==> config.mk <==
export PLATFORM = sky130hd
export DESIGN_NAME = lvt_write_front
export DESIGN_NICKNAME = d
export VERILOG_FILES = /design/src/rtl/lvt_pkg.sv /design/src/rtl/lvt_wr_conflict.sv /design/src/rtl/lvt_write_front.sv
export SDC_FILE = /design/constraint.sdc
export NUM_CORES = 1
export LEC_CHECK = 0
export CORE_AREA = 2 2 278 280
export DETAILED_ROUTE_END_ITERATION = 10
export DIE_AREA = 0 0 280 282
export MAX_ROUTING_LAYER = met4
export PLACE_DENSITY = 0.58
export SYNTH_ARGS = -nofsm -noshare
export SYNTH_HDL_FRONTEND = slang
export SYNTH_SLANG_ARGS = --single-unit
==> constraint.sdc <==
create_clock -name clk -period 2.3 [get_ports clk]
set_input_delay 0.69 -clock clk [delete_from_list [all_inputs] [get_ports clk]]
set_output_delay 0.69 -clock clk [all_outputs]
set_load 0.02 [all_outputs]
==> src/rtl/lvt_pkg.sv <==
// lvt_pkg: shared types and defaults for the LVT RAM write front end.
//   LVT_ADDR_W / LVT_DATA_W / LVT_NPORT : default geometry of ram_8R8W
//   lvt_state_e                        : front-end FSM states
//   slice_lo()                         : low bit of lane k in a flat packed bus
package lvt_pkg;
  localparam int LVT_ADDR_W = 11;
  localparam int LVT_DATA_W = 32;
  localparam int LVT_NPORT  = 8;

  typedef enum logic {CLEAR = 1'b0, RUN = 1'b1} lvt_state_e;

  function automatic int slice_lo(input int k, input int w);
    return k * w;
  endfunction
endpackage

==> src/rtl/lvt_wr_conflict.sv <==
// lvt_wr_conflict: same-cycle write collision filter (combinational).
//   in_en     [NPORT]        : client write enables
//   in_addr   [NPORT*ADDR_W] : client addresses, lane k at [k*ADDR_W +: ADDR_W]
//   en_filt   [NPORT]        : enables with losing lanes cleared
//   collision                : at least one lane was cleared
// On a shared address the highest-index lane wins; every lower lane that
// matches any enabled higher lane is dropped, so N-way collisions collapse
// to the single top lane.
module lvt_wr_conflict #(
  parameter int ADDR_W = 11,
  parameter int NPORT  = 8
) (
  input  logic [NPORT-1:0]        in_en,
  input  logic [NPORT*ADDR_W-1:0] in_addr,
  output logic [NPORT-1:0]        en_filt,
  output logic                    collision
);
  logic [NPORT-1:0][ADDR_W-1:0] addr_v;
  logic [NPORT-1:0]             kill;

  assign addr_v = in_addr;

  always_comb begin
    kill = '0;
    for (int j = 0; j < NPORT; j++)
      for (int k = j + 1; k < NPORT; k++)
        if (in_en[j] && in_en[k] && (addr_v[j] == addr_v[k]))
          kill[j] = 1'b1;
  end

  assign en_filt   = in_en & ~kill;
  assign collision = |kill;
endmodule

==> src/rtl/lvt_write_front.sv <==
// lvt_write_front: write-side front end for the 8R8W LVT RAM.
//   clk, rst (sync, active-high)
//   init_req              : request a full RAM re-clear (ignored mid-sweep)
//   in_en/in_addr/in_din  : client write lanes, flat packed buses
//   ready                 : client writes accepted (RUN)
//   init_done             : one-cycle pulse, first RUN cycle after a sweep
//   conflict              : one-cycle pulse aligned with filtered writes
//   wr_err                : sticky, client write attempted while not ready
//   w_enb/w_addr/w_din    : registered drive of RAM write ports 1..NPORT
// CLEAR sweeps NPORT consecutive addresses per cycle with CLEAR_VAL; RUN
// forwards conflict-filtered client writes with one register of latency.
module lvt_write_front
  import lvt_pkg::*;
#(
  parameter int                 ADDR_W    = LVT_ADDR_W,
  parameter int                 DATA_W    = LVT_DATA_W,
  parameter int                 NPORT     = LVT_NPORT,
  parameter logic [DATA_W-1:0]  CLEAR_VAL = '0
) (
  input  logic                    clk,
  input  logic                    rst,
  input  logic                    init_req,
  input  logic [NPORT-1:0]        in_en,
  input  logic [NPORT*ADDR_W-1:0] in_addr,
  input  logic [NPORT*DATA_W-1:0] in_din,
  output logic                    ready,
  output logic                    init_done,
  output logic                    conflict,
  output logic                    wr_err,
  output logic [NPORT-1:0]        w_enb,
  output logic [NPORT*ADDR_W-1:0] w_addr,
  output logic [NPORT*DATA_W-1:0] w_din
);
  localparam int PW    = $clog2(NPORT);
  localparam int CNT_W = ADDR_W - PW;
  localparam logic [CNT_W-1:0] CNT_MAX = '1;

  lvt_state_e       state, state_nxt;
  logic [CNT_W-1:0] cnt;
  logic [NPORT-1:0] en_filt;
  logic             coll;

  lvt_wr_conflict #(.ADDR_W(ADDR_W), .NPORT(NPORT)) u_conflict (
    .in_en    (in_en),
    .in_addr  (in_addr),
    .en_filt  (en_filt),
    .collision(coll)
  );

  assign ready = (state == RUN);

  always_ff @(posedge clk) begin
    if (rst) state <= CLEAR;
    else     state <= state_nxt;
  end

  always_comb begin
    state_nxt = state;
    case (state)
      CLEAR:   if (cnt == CNT_MAX) state_nxt = RUN;
      RUN:     if (init_req)       state_nxt = CLEAR;
      default: state_nxt = CLEAR;
    endcase
  end

  always_ff @(posedge clk) begin
    if (rst) begin
      cnt       <= '0;
      w_enb     <= '0;
      w_addr    <= '0;
      w_din     <= '0;
      init_done <= 1'b0;
      conflict  <= 1'b0;
      wr_err    <= 1'b0;
    end else begin
      init_done <= 1'b0;
      conflict  <= 1'b0;
      if (state == CLEAR) begin
        // Lane k of sweep step c covers address c*NPORT+k; the counter
        // wraps to 0 on the last step so RUN starts with it cleared.
        cnt       <= (cnt == CNT_MAX) ? '0 : cnt + 1'b1;
        init_done <= (cnt == CNT_MAX);
        w_enb     <= '1;
        for (int k = 0; k < NPORT; k++) begin
          w_addr[slice_lo(k, ADDR_W) +: ADDR_W] <= {cnt, PW'(k)};
          w_din[slice_lo(k, DATA_W) +: DATA_W]  <= CLEAR_VAL;
        end
        // Client writes during the sweep are dropped, only flagged.
        if (|in_en) wr_err <= 1'b1;
      end else begin
        cnt      <= '0;
        w_enb    <= en_filt;
        conflict <= coll;
        // Idle lanes keep their last address/data.
        for (int k = 0; k < NPORT; k++)
          if (in_en[k]) begin
            w_addr[slice_lo(k, ADDR_W) +: ADDR_W] <= in_addr[slice_lo(k, ADDR_W) +: ADDR_W];
            w_din[slice_lo(k, DATA_W) +: DATA_W]  <= in_din[slice_lo(k, DATA_W) +: DATA_W];
          end
      end
    end
  end
endmodule
Word level (Yosys, flattened, before mapping)
Index checks and enable logic that the tools add are counted.

word-level totals
  flip-flop bits (word level) = 364
  bits in latches = 0
  memory bits (writable) = 0
  bits in read-only memories = 0
  input bits = 355
  output and inout bits = 356
  word-level logic and storage cells = 173
  memories = 0

operators by class
  add/subtract/negate cells = 1
  $mul = 0
  div/mod/pow operators = 0
  order comparisons = 0
  equality and inequality tests = 37
  shift-type cells = 0
  multiplexer cells = 41
  bitwise operators = 3
  reduce and logical (&&, ||, !) cells = 62

operators by type and width
  operator                                      count
  == test 11 bit                                28
  two-way mux 11 bit                            8
  two-way mux 88 bit                            1
  logical AND 1 bit                             56
  two-way mux 1 bit                             30
  inequality test 2 bit, second input constant  8
  adder 8 x 1 -> 8 bit, second input constant   1
  bitwise AND 8 bit                             1
  == test 8 bit, second input constant          1
  two-way mux 8 bit                             1
  NOT 7 -> 8 bit                                1
  OR reduction 8 bit                            1
  OR reduction 7 bit                            1
  OR reduction 2 bit                            2
  OR reduction 3 bit                            1
  one-hot mux 1 bit (2 select lines)            1
  AND reduction 2 bit                           1
  NOT 1 bit                                     1

Longest topological paths before layout
  depth after elaboration = 12
  gate-level depth with buffers = 7
  mapped depth without buffers = 6

Modules after synthesis
From an unflattened synthesis, not the netlist that was laid out.

second synthesis, totals
  cell total of the unflattened synthesis = 1,751
  area total of the unflattened synthesis = 17,012.6 sq um

by module, submodules not included
  module           instances  cells an instance  area an instance (sq um)  seq. area each (sq um)
  lvt_write_front  1          1,201              12,953.7                  7,287.0
  lvt_wr_conflict  1          550                4,058.9                   0.0

Worst setup path before layout
OpenSTA, ideal clock, no wires.

  path kind = input to register
  start point = input in_addr[80]
  end point = register conflict
  setup time = 0.077 ns
  arrival = 2.076 ns
  data required time = 2.223 ns
  slack = 0.147 ns
  cell stages on the path = 7
  buffers on the path = 1
  path through = buf_2 > xor2_1 > or4_1 > nor3_1 > a31oi_1 > and4b_1 > a41oi_2

between the ends
  cells in the longest elaborated chain, start to end = 4
  elaborated cells on any way between the ends = 22
  those cells by class = eq/ne: 7; mux: 7; reduce/logical: 8

ends and longest elaborated chain
  what                  RTL line               RTL
  start, declared       lvt_write_front.sv:24  input logic [NPORT*ADDR_W-1:0] in_addr,
  == test 11 bit        lvt_wr_conflict.sv:27  if (in_en[j] && in_en[k] && (addr_v[j] == addr_v[k]))
  logical AND 1 bit     lvt_wr_conflict.sv:27
  two-way mux 1 bit     lvt_wr_conflict.sv:27
  OR reduction 7 bit *  lvt_wr_conflict.sv:32  assign collision = |kill;
  end signal, assigned  lvt_write_front.sv:93  conflict <= coll;
  end, declared         lvt_write_front.sv:28  output logic conflict,

Mark *: on every way between the ends. The rest lies on a longest branch, timed or not.
A chain may end at the register's enable or synchronous reset.

Final worst setup path
  start point = input in_addr[59]
  end point = register conflict

between the ends
  cells in the longest elaborated chain, start to end = 6
  elaborated cells on any way between the ends = 32
  those cells by class = eq/ne: 7; mux: 17; reduce/logical: 8

ends and longest elaborated chain
  what                             RTL line
  == test 11 bit                   lvt_wr_conflict.sv:27
  logical AND 1 bit                lvt_wr_conflict.sv:27
  two-way mux 1 bit (3 in series)  lvt_wr_conflict.sv:27
  OR reduction 7 bit *             lvt_wr_conflict.sv:32

Marks and branches as above.

==> impl_metrics.csv <==
group,metric,value,unit
layout,drive_gt1_share,12.4,%
worst_hold_path,hold-path-endpoint,"wr_err$_SDFFE_PP0P_",
synthesis,syn_area,16900,µm²
pwr,power_frac_comb,17.1,%
worst_setup_path,critPathSlowestCell,"clkdlybuf4s50_1",
detailed_routing,wl,81300,µm
cts,cts_root_buf,"clkbuf_16",
synthesis,syn_nets,2098,
layout,fin_area,28500,µm²
detailed_routing,routedWlPerCell,22.8,µm
layout,fin_nets,2914,
worst_setup_path,crit_path_end_kind,"flop",
global_route,grt_pass1_wl,115000,µm
floorplanning,rows,101,
pwr,power_leakage,12.0,nW
sta,finalHoldViolations,0,
worst_setup_path,crit_buf_inv,2,
synthesis,ys_warn_count,0,
sta,worst_slack,0.0149,ns
sta,period_share,99.4,%
status,status,"complete, no violations",
layout,fill_cells,7448,
worst_setup_path,cp.arrival,2.80,ns
place,dp.final_hpwl,62300,µm
floorplanning,start_util,22.3,%
worst_setup_path,crit_chain,"clkdlybuf4s50_1, buf_4, xnor2_1, nand3_1, nor4_1, a22o_1, nor3b_1, a41oi_2",
global_route,grt_use_total,20.4,%
place,io_buffers,710,
pwr,p_per_area,563,nW/µm²
place,postPlaceCellArea,27100,µm²
detailed_routing,via_per_inst,4.44,
synthesis,yosysUniqueCellTypes,33,
synthesis,yosysMostFrequentCell,"dfxtp_1",
cts,clock_sinks,364,
pwr,p_sw_share,26.0,%
global_route,globalRouteOverflowTotal,0,
global_route,first_global_vias,16596,
detailed_routing,drc,0,
worst_setup_path,r2r_end,"w_din[52]$_SDFFE_PP0P_",
detailed_routing,drtPass1Iterations,5,
sta,finalMaxSlewViolations,0,
synthesis,synthTopCellsByCount,"364 x dfxtp_1, 344 x mux2i_1, 278 x nor2_1",
sta,skew,0.0111,ns
floorplanning,chipWidth,280,µm
pwr,internal_power,11.9,mW
flow_run,maxCapViolCount,0,
cts,h-tree-depth,2,
cts,cts_buffers,45,
detailed_routing,vias,15863,
worst_hold_path,min_path_cells,2,
worst_setup_path,rrSetupSlack,0.72,ns
sta,slew-limit-headroom,42.0,%
worst_setup_path,criticalPathCategory,"in2reg",
floorplanning,die_y,282,µm
cts,cts-hold-fix-buffers,0,
synthesis,ys_top_cells_by_area,"dfxtp_1 43%, mux2i_1 20%, xor2_1 9.3%",
floorplanning,io_pins,711,
worst_setup_path,rr_startpoint,"ready$_SDFF_PP0_",
worst_setup_path,critPathRequiredTime,2.81,ns
synthesis,yosys.area.top_type,"dfxtp_1",
pwr,p_seq_share,39.7,%
synthesis,synth-edff-count,0,
detailed_routing,drt_iter0_drc,773,
synthesis,async_flop_share,0,%
worst_setup_path,cp_max_fo,5,
cts,clock_latency,0.59,ns
worst_setup_path,crit_path_start_kind,"input port",
floorplanning,die_area,79000,µm²
cts,clk_pin_slew_worst_paths,0.07,ns
worst_setup_path,cp_num_cells,8,
worst_hold_path,hold_class,"reg2reg",
global_route,grt_max_degree,105,
sta,setup_viol,0,
place,gp_congestion,0.911,
synthesis,synth.top_cell.area_share,43.2,%
cts,postCtsSetupBuffers,0,
synthesis,synth-seq-area-share,43.2,%
synthesis,syn_avg_cell_area,9.68,µm²
detailed_routing,ant_nets,0,
sta,tightest_slew,0.871,ns
worst_setup_path,cpLargestDelayFamily,"buffers and inverters",
sta,rsz0062_at_grt,"false",
cts,clockBufferDepth,3,
pwr,clockPowerShare,43.1,%
pwr,ir_drop,447,µV
synthesis,synth_flop_cell,"dfxtp_1",
worst_hold_path,worstHoldStart,"wr_err$_SDFFE_PP0P_",
sta,max_freq,438,MHz
sta,min_period,2.29,ns
floorplanning,core-area,75700,µm²
layout,syn_to_final_growth,69.1,%
worst_setup_path,max_stage_delay,0.56,ns
pwr,power.switching,4.17,mW
place,preCtsSetupSlack,-0.539,ns
synthesis,synthCells,1742,
global_route,antenna_found_initial,6,
cts,cts_tree,"done",
worst_setup_path,ff2ff_path_depth,4,
synthesis,ys_seq_elements,364,
[per-stage QoR]
| step | total power [mW] | instances | utilization (%) | setup TNS [ns] | hold WS (ns) |
|---|---|---|---|---|---|
| global placement | 9.29 | 3489 | 35.8 | -3.48 | 0.472 |
| CTS | 16.3 | 3567 | 37.6 | 0 | 0.482 |
| detailed placement | 9.30 | 3489 | 35.8 | -3.47 | 0.468 |
| floorplan | 7.76 | 1742 | - | 0 | 0.449 |
| finish | 16.1 | 3574 | 37.7 | 0 | 0.471 |
| global route | 16.7 | 3572 | 37.7 | 0 | 0.515 |
[area by class of cell]
| type | instances | area, µm² | share of cell area, % |
|---|---|---|---|
| Antenna cell | 7 | 17.5 | 0.0614 |
| Timing Repair Buffer | 949 | 9830 | 34.5 |
| Multi-Input combinational cell | 1194 | 8720 | 30.6 |
| Sequential cell | 364 | 7290 | 25.6 |
| Tap cell | 978 | 1220 | 4.29 |
| Clock buffer | 68 | 1340 | 4.71 |
| Clock inverter | 10 | 80.1 | 0.281 |
| Inverter | 4 | 15.0 | 0.0526 |
[flip-flops by register name (all words and copies together) (netlist names)]
| register | cells |
|---|---|
| w_enb | 8 |
| cnt | 8 |
| wr_err | 1 |
| w_din | 256 |
| ready | 1 |
| w_addr | 88 |
| conflict | 1 |
| init_done | 1 |
[cells in the final DEF, fill, tap and decap left out, types with 2 or more instances in the layout]
cell | synthesis | routed
dfxtp_1 | 364 | 363
clkinv_2 | 0 | 3
xor2_1 | 180 | 180
a22o_1 | 2 | 2
clkinv_4 | 0 | 2
nor3_1 | 6 | 6
buf_2 | 119 | 4
clkbuf_16 | 0 | 46
clkbuf_1 | 50 | 11
clkinvlp_4 | 0 | 3
nor2_1 | 278 | 278
nand2_1 | 18 | 18
a21oi_1 | 84 | 83
buf_4 | 1 | 166
nor4_1 | 55 | 55
and3_1 | 4 | 4
a22oi_1 | 3 | 3
mux2i_1 | 344 | 344
inv_1 | 4 | 4
clkbuf_8 | 0 | 11
buf_12 | 0 | 79
dlygate4sd2_1 | 0 | 60
diode_2 | 0 | 7
or4_1 | 3 | 3
o21bai_1 | 9 | 9
nand4_1 | 29 | 29
xnor2_1 | 134 | 134
clkdlybuf4s50_1 | 0 | 621
nand3_1 | 35 | 35
dlymetal6s2s_1 | 0 | 19
[routing by layer]
layer / part of all wire (%) / vias up / GRT usage (%)
met5: 0 / - / -
met4: 3.2 / 0 / 6.77
met3: 7.0 / 144 / 4.66
met2: 50 / 641 / 35.1
met1: 40 / 7615 / 23.4
li1: - / 7463 / -
[timing repair]
item	in CTS	in global routing
cloned	0	0
endpoints found under the setup margin	60	20
pin swaps	0	1
resized for setup	60	20
[logic make-up after synthesis]
| kind of cell | share of synthesized area (%) |
|---|---|
| compound gates | 3.37 |
| flops | 43.2 |
| simple gates | 11.5 |
| xor+xnor | 16.3 |
| fa+ha+maj | 0.0742 |
| buf+inv | 5.16 |
| mux | 20.4 |
[power groups by stage]
stage	registers [mW]	clock network (mW)	logic (mW)
3_5_place_dp	6.52	0	2.78
3_3_place_gp	6.52	0	2.77
5_1_grt	6.39	7.40	2.92
4_1_cts	6.38	7.16	2.78
2_1_floorplan	6.57	0	1.19
6_report	6.38	6.92	2.75
[worst reg2reg max path: cells and delay by family (launching register included)]
family,cells,cell delay [ns]
flip-flops,1,0.36
buffers and inverters,2,0.63
AND/OR/NAND/NOR,2,0.52
[worst max path at each step]
stage          slack (ns)                  end                     from
2_1_floorplan        0.15  conflict$_SDFF_PP0_              in_addr[80]
3_3_place_gp        -0.58  w_enb[1]$_SDFF_PP0_              in_addr[18]
3_5_place_dp        -0.54  conflict$_SDFF_PP0_              in_addr[59]
4_1_cts            0.0004           w_addr[17]  w_addr[17]$_SDFFE_PP0P_
5_1_grt            0.0003            w_din[68]   w_din[68]$_SDFFE_PP0P_
6_report             0.01  conflict$_SDFF_PP0_              in_addr[59]
No activity file was read; power rests on OpenSTA's default activity.
